==> src/rtl/pc_redirect_ctrl_if.sv <==
// pc_redirect_ctrl_if: redirect sources, fetch-tracking events and redirect/flush outputs
// shared by the exception/branch units, pc_redirect_ctrl and the IF stage.
interface pc_redirect_ctrl_if;
    logic        exc_req;
    logic [31:0] exc_target;
    logic        eret_req;
    logic [31:0] eret_target;
    logic        br_req;
    logic [31:0] br_target;
    logic        inst_req_fire;
    logic        inst_data_ok;
    logic        redirect_ready;
    logic        redirect_valid;
    logic [31:0] redirect_pc;
    logic        flush_back;
    logic        flush_front;
    logic        discard_data;
    logic        fetch_block;
    logic        busy;
    modport master (
        output exc_req, exc_target, eret_req, eret_target, br_req, br_target,
               inst_req_fire, inst_data_ok, redirect_ready,
        input  redirect_valid, redirect_pc, flush_back, flush_front, discard_data,
               fetch_block, busy
    );
    modport slave (
        input  exc_req, exc_target, eret_req, eret_target, br_req, br_target,
               inst_req_fire, inst_data_ok, redirect_ready,
        output redirect_valid, redirect_pc, flush_back, flush_front, discard_data,
               fetch_block, busy
    );
endinterface

==> src/rtl/pc_redirect_ctrl.sv <==
// pc_redirect_ctrl: arbitrates fetch-PC redirects, drains in-flight fetches, issues one target PC.
// Optional PC_REDIRECT_BYPASS_EN: zero-latency redirect from IDLE when nothing is in flight.
module pc_redirect_ctrl #(
    parameter int          OUTS_W   = 2,
    parameter logic [31:0] RESET_PC = 32'hBFC00000
) (
    input logic               clk_i,
    input logic               resetn_i,
    pc_redirect_ctrl_if.slave bus
);
    typedef enum logic [1:0] {BOOT, IDLE, DRAIN, ISSUE} state_e;
    typedef enum logic [1:0] {SRC_BOOT, SRC_BR, SRC_ERET, SRC_EXC} src_e;
    localparam logic [OUTS_W-1:0] CNT_MAX = '1;

    state_e            state_q, state_d, go_state;
    src_e              src_q, src_d, req_src;
    logic [31:0]       pc_q, pc_d, req_pc;
    logic [OUTS_W-1:0] cnt_q, cnt_d;
    logic              back_req, any_req, bypass, fire, ok;

    assign fire     = bus.inst_req_fire;
    assign ok       = bus.inst_data_ok;
    assign back_req = bus.exc_req | bus.eret_req;
    assign any_req  = back_req | bus.br_req;
    assign req_src  = bus.exc_req ? SRC_EXC : bus.eret_req ? SRC_ERET : SRC_BR;
    assign req_pc   = bus.exc_req ? bus.exc_target : bus.eret_req ? bus.eret_target : bus.br_target;
    assign cnt_d    = (fire && !ok && cnt_q != CNT_MAX) ? cnt_q + OUTS_W'(1) :
                      (!fire && ok && cnt_q != '0) ? cnt_q - OUTS_W'(1) : cnt_q;
    // Decide on the post-update count so a fetch accepted alongside the request is still drained
    assign go_state = (cnt_d == '0) ? ISSUE : DRAIN;

`ifdef PC_REDIRECT_BYPASS_EN
    assign bypass = state_q == IDLE && any_req && cnt_d == '0;
`else
    assign bypass = 1'b0;
`endif

    always_comb begin
        state_d = state_q;
        src_d   = src_q;
        pc_d    = pc_q;
        unique case (state_q)
            BOOT: state_d = ISSUE;
            IDLE: if (any_req) begin
                state_d = (bypass && bus.redirect_ready) ? IDLE : go_state;
                src_d   = req_src;
                pc_d    = req_pc;
            end
            default: begin
                if (state_q == DRAIN && cnt_d == '0) state_d = ISSUE;
                if (state_q == ISSUE && bus.redirect_ready) begin
                    state_d = any_req ? go_state : IDLE;
                    src_d   = any_req ? req_src : src_q;
                    pc_d    = any_req ? req_pc : pc_q;
                end else if (back_req && (src_q == SRC_BR || src_q == SRC_BOOT)) begin
                    state_d = go_state;
                    src_d   = req_src;
                    pc_d    = req_pc;
                end else if (bus.exc_req) begin
                    pc_d = bus.exc_target;
                end
            end
        endcase
    end

    always_ff @(posedge clk_i or negedge resetn_i) begin
        if (!resetn_i) begin
            state_q <= BOOT;
            src_q   <= SRC_BOOT;
            pc_q    <= RESET_PC;
            cnt_q   <= '0;
        end else begin
            state_q <= state_d;
            src_q   <= src_d;
            pc_q    <= pc_d;
            cnt_q   <= cnt_d;
        end
    end

    always_comb begin
        bus.busy           = state_q != IDLE;
        bus.redirect_valid = state_q == ISSUE || bypass;
        bus.redirect_pc    = bypass ? req_pc : pc_q;
        bus.flush_front    = state_q == DRAIN || state_q == ISSUE || bypass;
        bus.flush_back     = ((state_q == DRAIN || state_q == ISSUE) &&
                              (src_q == SRC_EXC || src_q == SRC_ERET)) || (bypass && back_req);
        bus.discard_data   = state_q == DRAIN && ok;
        bus.fetch_block    = state_q != IDLE || cnt_q == CNT_MAX;
    end
endmodule

==> src/flat_wrapper.sv <==
// flat-port wrapper written by rule: the top's interface ports become plain ports
module pc_redirect_ctrl_flat 
#(
    parameter int          OUTS_W   = 2,
    parameter logic [31:0] RESET_PC = 32'hBFC00000
)
  (clk_i, resetn_i, bus_exc_req, bus_exc_target, bus_eret_req, bus_eret_target, bus_br_req, bus_br_target, bus_inst_req_fire, bus_inst_data_ok, bus_redirect_ready, bus_redirect_valid, bus_redirect_pc, bus_flush_back, bus_flush_front, bus_discard_data, bus_fetch_block, bus_busy);
  pc_redirect_ctrl_if bus_i ();
  input logic clk_i;
  input logic resetn_i;
  input wire logic [$bits(bus_i.exc_req)-1:0] bus_exc_req;
  input wire logic [$bits(bus_i.exc_target)-1:0] bus_exc_target;
  input wire logic [$bits(bus_i.eret_req)-1:0] bus_eret_req;
  input wire logic [$bits(bus_i.eret_target)-1:0] bus_eret_target;
  input wire logic [$bits(bus_i.br_req)-1:0] bus_br_req;
  input wire logic [$bits(bus_i.br_target)-1:0] bus_br_target;
  input wire logic [$bits(bus_i.inst_req_fire)-1:0] bus_inst_req_fire;
  input wire logic [$bits(bus_i.inst_data_ok)-1:0] bus_inst_data_ok;
  input wire logic [$bits(bus_i.redirect_ready)-1:0] bus_redirect_ready;
  output wire logic [$bits(bus_i.redirect_valid)-1:0] bus_redirect_valid;
  output wire logic [$bits(bus_i.redirect_pc)-1:0] bus_redirect_pc;
  output wire logic [$bits(bus_i.flush_back)-1:0] bus_flush_back;
  output wire logic [$bits(bus_i.flush_front)-1:0] bus_flush_front;
  output wire logic [$bits(bus_i.discard_data)-1:0] bus_discard_data;
  output wire logic [$bits(bus_i.fetch_block)-1:0] bus_fetch_block;
  output wire logic [$bits(bus_i.busy)-1:0] bus_busy;
  assign bus_i.exc_req = bus_exc_req;
  assign bus_i.exc_target = bus_exc_target;
  assign bus_i.eret_req = bus_eret_req;
  assign bus_i.eret_target = bus_eret_target;
  assign bus_i.br_req = bus_br_req;
  assign bus_i.br_target = bus_br_target;
  assign bus_i.inst_req_fire = bus_inst_req_fire;
  assign bus_i.inst_data_ok = bus_inst_data_ok;
  assign bus_i.redirect_ready = bus_redirect_ready;
  assign bus_redirect_valid = bus_i.redirect_valid;
  assign bus_redirect_pc = bus_i.redirect_pc;
  assign bus_flush_back = bus_i.flush_back;
  assign bus_flush_front = bus_i.flush_front;
  assign bus_discard_data = bus_i.discard_data;
  assign bus_fetch_block = bus_i.fetch_block;
  assign bus_busy = bus_i.busy;
  pc_redirect_ctrl #(.OUTS_W(OUTS_W), .RESET_PC(RESET_PC)) u_core (.clk_i(clk_i), .resetn_i(resetn_i), .bus(bus_i));
endmodule
==> config.mk <==
export PLATFORM = sky130hd
export DESIGN_NAME = pc_redirect_ctrl_flat
export DESIGN_NICKNAME = d
export VERILOG_FILES = /design/src/rtl/pc_redirect_ctrl_if.sv /design/src/rtl/pc_redirect_ctrl.sv /design/src/flat_wrapper.sv
export SDC_FILE = /design/constraint.sdc
export NUM_CORES = 1
export LEC_CHECK = 0
export CORE_MARGIN = 10
export CORE_UTILIZATION = 35
export CTS_CLUSTER_DIAMETER = 120
export DETAILED_ROUTE_END_ITERATION = 12
export PLACE_DENSITY = 0.72
export SLEW_MARGIN = 30
export SYNTH_ARGS = -nofsm -noshare
export SYNTH_HDL_FRONTEND = slang
export SYNTH_SLANG_ARGS = --single-unit
==> constraint.sdc <==
create_clock -name clk_i -period 2.5 [get_ports clk_i]
set_input_delay 0.5 -clock clk_i [delete_from_list [all_inputs] [get_ports clk_i]]
set_output_delay 0.5 -clock clk_i [all_outputs]
set_load 0.005 [all_outputs]
Word-level counts from Yosys, hierarchy flattened
Index checks and enable logic that the tools add are counted.
Cells by class
  add/sub/neg operators: 2
  equality and inequality tests: 10
  multiplexer cells: 22
  bitwise gates (word level): 3
  reduce and logical (&&, ||, !) cells: 25
Operator list (number)
  $mux W32: 6
  $pmux W32 S2: 1
  $mux W2: 12
  $eq A2 B2 Y1 const B: 5
  $logic_and A1 B1 Y1: 9
  $pmux W2 S2: 2
  $logic_not A2 Y1: 3
  $reduce_and A2 Y1: 3
  $reduce_bool A5 Y1: 1
  $eq A2 B1 Y1 const B: 2
  $logic_or A1 B1 Y1: 4
  $ne A2 B1 Y1 const B: 2
  $reduce_bool A4 Y1: 1
  $reduce_bool A3 Y1: 1
  $add A2 B1 Y2 const B: 1
  $logic_not A1 Y1: 2
  $ne A2 B2 Y1 const B: 1
  $or A1 B1 Y1: 2
  $reduce_bool A2 Y1: 1
  $sub A2 B1 Y2 const B: 1
  $mux W1: 1
  $not A1 Y1: 1
Word-level totals
  register bits after elaboration: 38
  bits of input ports: 104
  output and inout bits: 38

Logic depth before layout (Yosys ltp)
  word-level depth: 11
  depth in mapped cells: 6
  depth with buffers taken out: 6

Worst setup path after synthesis
OpenSTA, ideal clock, no wires.
  path kind: input to register
  start point: input bus_exc_req
  end point: register u_core.pc_q[19] (netlist: u_core.bus.redirect_pc[19])
  library setup time: 0.143 ns
  arrival time: 1.613 ns
  required time: 2.357 ns
  path slack: 0.744 ns
  stages on the path: 6
  cells stage by stage: buf_4 nand2b_4 or4_4 a21bo_4 buf_6 a222oi_1
Between the ends
  word-level cells in the longest chain between the ends: 5
  elaborated cells on any way between the ends: 10
  those cells by class: mux: 5; bitwise: 2; reduce/logical: 3
RTL lines
  from (decl): RTL line flat_wrapper.sv:11  | input wire logic [$bits(bus_i.exc_req)-1:0] bus_exc_req;
  $or A1 B1 Y1: RTL line pc_redirect_ctrl.sv:23  | assign back_req = bus.exc_req | bus.eret_req;
  $or A1 B1 Y1 or $logic_and A1 B1 Y1 (tied branches): RTL line pc_redirect_ctrl.sv:24, pc_redirect_ctrl.sv:55
  $mux W32 (on tied branches): RTL line pc_redirect_ctrl.sv:44, pc_redirect_ctrl.sv:54, pc_redirect_ctrl.sv:55
  $mux W32: RTL line pc_redirect_ctrl.sv:51  | if (state_q == ISSUE && bus.redirect_ready) begin
  $pmux W32 S2: RTL line pc_redirect_ctrl.sv:42  | unique case (state_q)
  to (signal assigned): RTL line pc_redirect_ctrl.sv:75  | pc_q <= pc_d;
  to (decl): RTL line pc_redirect_ctrl.sv:17  | logic [31:0] pc_q, pc_d, req_pc;
Parallel ways exist; a longest one is shown, timed or not.
A chain may end at the register's enable or synchronous reset.

Worst setup path after layout
  start point: input bus_inst_data_ok
  end point: output bus_discard_data
Between the ends
  word-level cells in the longest chain between the ends: 1
RTL lines
  from (decl): RTL line flat_wrapper.sv:18  | input wire logic [$bits(bus_i.inst_data_ok)-1:0] bus_inst_data_ok;
  $logic_and A1 B1 Y1: RTL line pc_redirect_ctrl.sv:87  | bus.discard_data = state_q == DRAIN && ok;
  to (decl): RTL line flat_wrapper.sv:24  | output wire logic [$bits(bus_i.discard_data)-1:0] bus_discard_data;
Every way passes these cells.

==> impl_metrics.yaml <==
status:
  status: "finished, final reports clean"
critical_path:
  worstPathMaxFanout: 6
  crit_type: "input port to output pin"
  crit_family: "buffers and inverters"
  start_kind: "input port"
  critPathCaptureType: "output pin"
  reg2reg_depth: 4
  path_buf_inv: 2
  required_ns: 2.00
  regToRegEndpoint: "u_core.bus.redirect_pc[17]$_DFFE_PN0P_"
  cpMostUsedCell: "clkdlybuf4s50_1"
  path_cells: "clkdlybuf4s50_1 > and3_1 > clkdlybuf4s50_1"
  r2r_slack_ns: 0.50
  r2r_start: "u_core.state_q[1]$_DFFE_PN0P_"
  crit_path_max_incr_delay_ns: 0.57
  crit_slowest_cell: "clkdlybuf4s50_1"
  arrival_ns: 1.74
clock_tree:
  ctsResizeCount: 0
  cts_setup_buffers: 0
  cts_root_buf: "clkbuf_8"
  cts_inserted_buffers: 5
  clk_latency_ns: 0.29
  cts_buffer_depth: 2
  htreeDepth: 2
  cts_tree: "done"
  cts_sinks: 37
  cts-hold-fix-buffers: 0
  clk_pin_slew_worst_paths_ns: 0.07
logic_synthesis:
  ys_ff_latch: 37
  synth_cells: 353
  syn_nets: 459
  synth-seq-area-share: 0.334
  synth.distinct_cells: 39
  synth_area_mm2: 0.00280
  synth_ff_type: "dfrtp_1"
  yosys_warnings: 0
  avgSynthCellArea_um2: 7.94
  synth_edf_count: 0
  postSynth.asyncResetShare: 1.00
job:
  max-cap-violations: 0
sta:
  slew_violations: 0
  final.setup.tns_ns: 0
  fmax_mhz: 447
  rsz0062_at_grt: "false"
  finalHoldViolations: 0
  skew_ns: 0.0115
  setup_viol: 0
  fin_crit_sh: 0.896
  tightestPinTransition_ns: 0.855
  period_minus_slack_ns: 2.24
  slew_headroom: 0.430
  holdWs_ns: 0.310
  setup_ws_ns: 0.261
detailed_routing:
  vias: 3051
  wl_um: 10100
  routed-wl-met3_um: 616
  viasPerCell: 5.24
  first_pass_iters: 4
  first_iter_violations: 220
  wl_met2_um: 5500
  wl_met1_um: 3910
  postRouteAntennaNets: 0
  post_drt_wl_per_cell_um: 17.4
  route.detailed.drc: 0
  routed.top_layer: "met4"
die:
  die_h_um: 109
  core_area_mm2: 0.00777
  rows: 32
  dieArea_mm2: 0.0120
  die_w_um: 109
  pin_count: 142
  start_util: 0.361
global_routing:
  overflow: 0
  antenna_found_initial: 0
  track_usage: 0.162
  grt_max_degree: 38
  grt_pass1_wl_um: 15600
  grt_pass1_vias: 3027
place:
  preCtsSetupSlack_ns: -0.0539
  placed_cells: 574
  hpwlAfterDp_um: 7840
  port_buffers: 141
  gp_congestion: 0.823
pwr:
  leakage_nw: 1.90
  powerDensity_mw_per_mm2: 635
  max-vdd-ir-drop_v: 0.000271
final_layout:
  final_layout_size_suffix_gt1_frac: 0.0833
  nNetsFinal: 585
  n_antenna_cell: 0
  layout_common_cells: "clkdlybuf4s50_1 (139), inv_1 (65), o21ai_0 (48)"
  fin_util: 0.564
  stdcell_count: 582
  synthToLayoutAreaGrowth_pct: 56.4
  final_common_cell: "clkdlybuf4s50_1"
hold_path:
  min_path_type: "input port to asynchronous set/reset pin"
## cell type report
class | count | area [µm²]
fillers | 734 | 3380
inverters | 65 | 244
well taps | 102 | 128
multi-input cells | 218 | 1470
clock inverters | 2 | 35.0
flip-flops and latches | 37 | 937
clock buffers | 6 | 72.6
repair buffers | 152 | 1500
## report_power, final
part,leakage [nW],switching [mW],internal [mW]
clock network,0.0552,0.220,0.296
registers,0.402,0.138,0.831
logic,1.44,0.560,0.737
## worst max-delay path by stage
stage                            start                                     end  slack (ns)  depth (start not counted)
floorplan                  bus_exc_req  u_core.bus.redirect_pc[19]$_DFFE_PN0P_        0.74                          6
global placement    bus_redirect_ready  u_core.bus.redirect_pc[22]$_DFFE_PN1P_     0.00004                          5
detailed placement         bus_exc_req  u_core.bus.redirect_pc[17]$_DFFE_PN0P_       -0.05                          5
CTS                        bus_exc_req  u_core.bus.redirect_pc[17]$_DFFE_PN0P_        0.26                          5
global route               bus_exc_req  u_core.bus.redirect_pc[21]$_DFFE_PN0P_        0.16                          6
finish                bus_inst_data_ok                        bus_discard_data        0.26                          3
## registers in the layout (all words and copies together), names as in the netlist
signal                  cells
u_core.src_q                1
u_core.bus.redirect_pc     32
u_core.state_q              2
u_core.cnt_q                2
## cells in the mapped netlist (2+ instances only)
| library cell | count | area share |
|---|---|---|
| a222oi_1 | 15 | 0.054 |
| nor2_1 | 7 | 0.0094 |
| o221ai_1 | 2 | 0.0063 |
| clkbuf_1 | 21 | 0.028 |
| a32oi_1 | 16 | 0.050 |
| nand2b_1 | 2 | 0.0045 |
| ha_1 | 2 | 0.0089 |
| clkbuf_2 | 2 | 0.0036 |
| nor3_1 | 4 | 0.0071 |
| inv_1 | 65 | 0.087 |
| dfstp_2 | 9 | 0.084 |
| a221oi_1 | 2 | 0.0063 |
| buf_2 | 4 | 0.0071 |
| nand2_1 | 47 | 0.063 |
| mux2i_1 | 17 | 0.061 |
| a21o_1 | 2 | 0.0054 |
| dfrtp_1 | 28 | 0.25 |
| nor2b_1 | 5 | 0.011 |
| o21a_1 | 16 | 0.043 |
| buf_6 | 3 | 0.012 |
| o21ai_0 | 48 | 0.086 |
| buf_4 | 3 | 0.0080 |
| and2_1 | 2 | 0.0045 |
| a2111oi_0 | 16 | 0.050 |
## metrics by stage
stage	power [mW]	cell area (µm²)
after floorplan	1.57	2800
after global placement	2.25	4270
after detailed placement	2.29	4270
after CTS	2.82	4380
after global routing	2.98	4380
final	2.78	4380
## cells by family after synthesis
group,Yosys count,synth area share
AO/OA/AOI/OAI,123,0.321
buffers and inverters,98,0.146
AND/OR/NAND/NOR,74,0.122
XOR/XNOR,1,0.00313
adder cells (fa/ha/maj),2,0.00893
multiplexers,18,0.0647
flip-flops,37,0.334
## metal layers
layer | global-route usage | vias up
li1 | - | 1495
met1 | 0.188 | 1463
met2 | 0.294 | 85
met3 | 0.0386 | 8
met4 | 0.0353 | 0
met5 | 0 | -
Note: power is estimated with default switching activity, not from simulation.
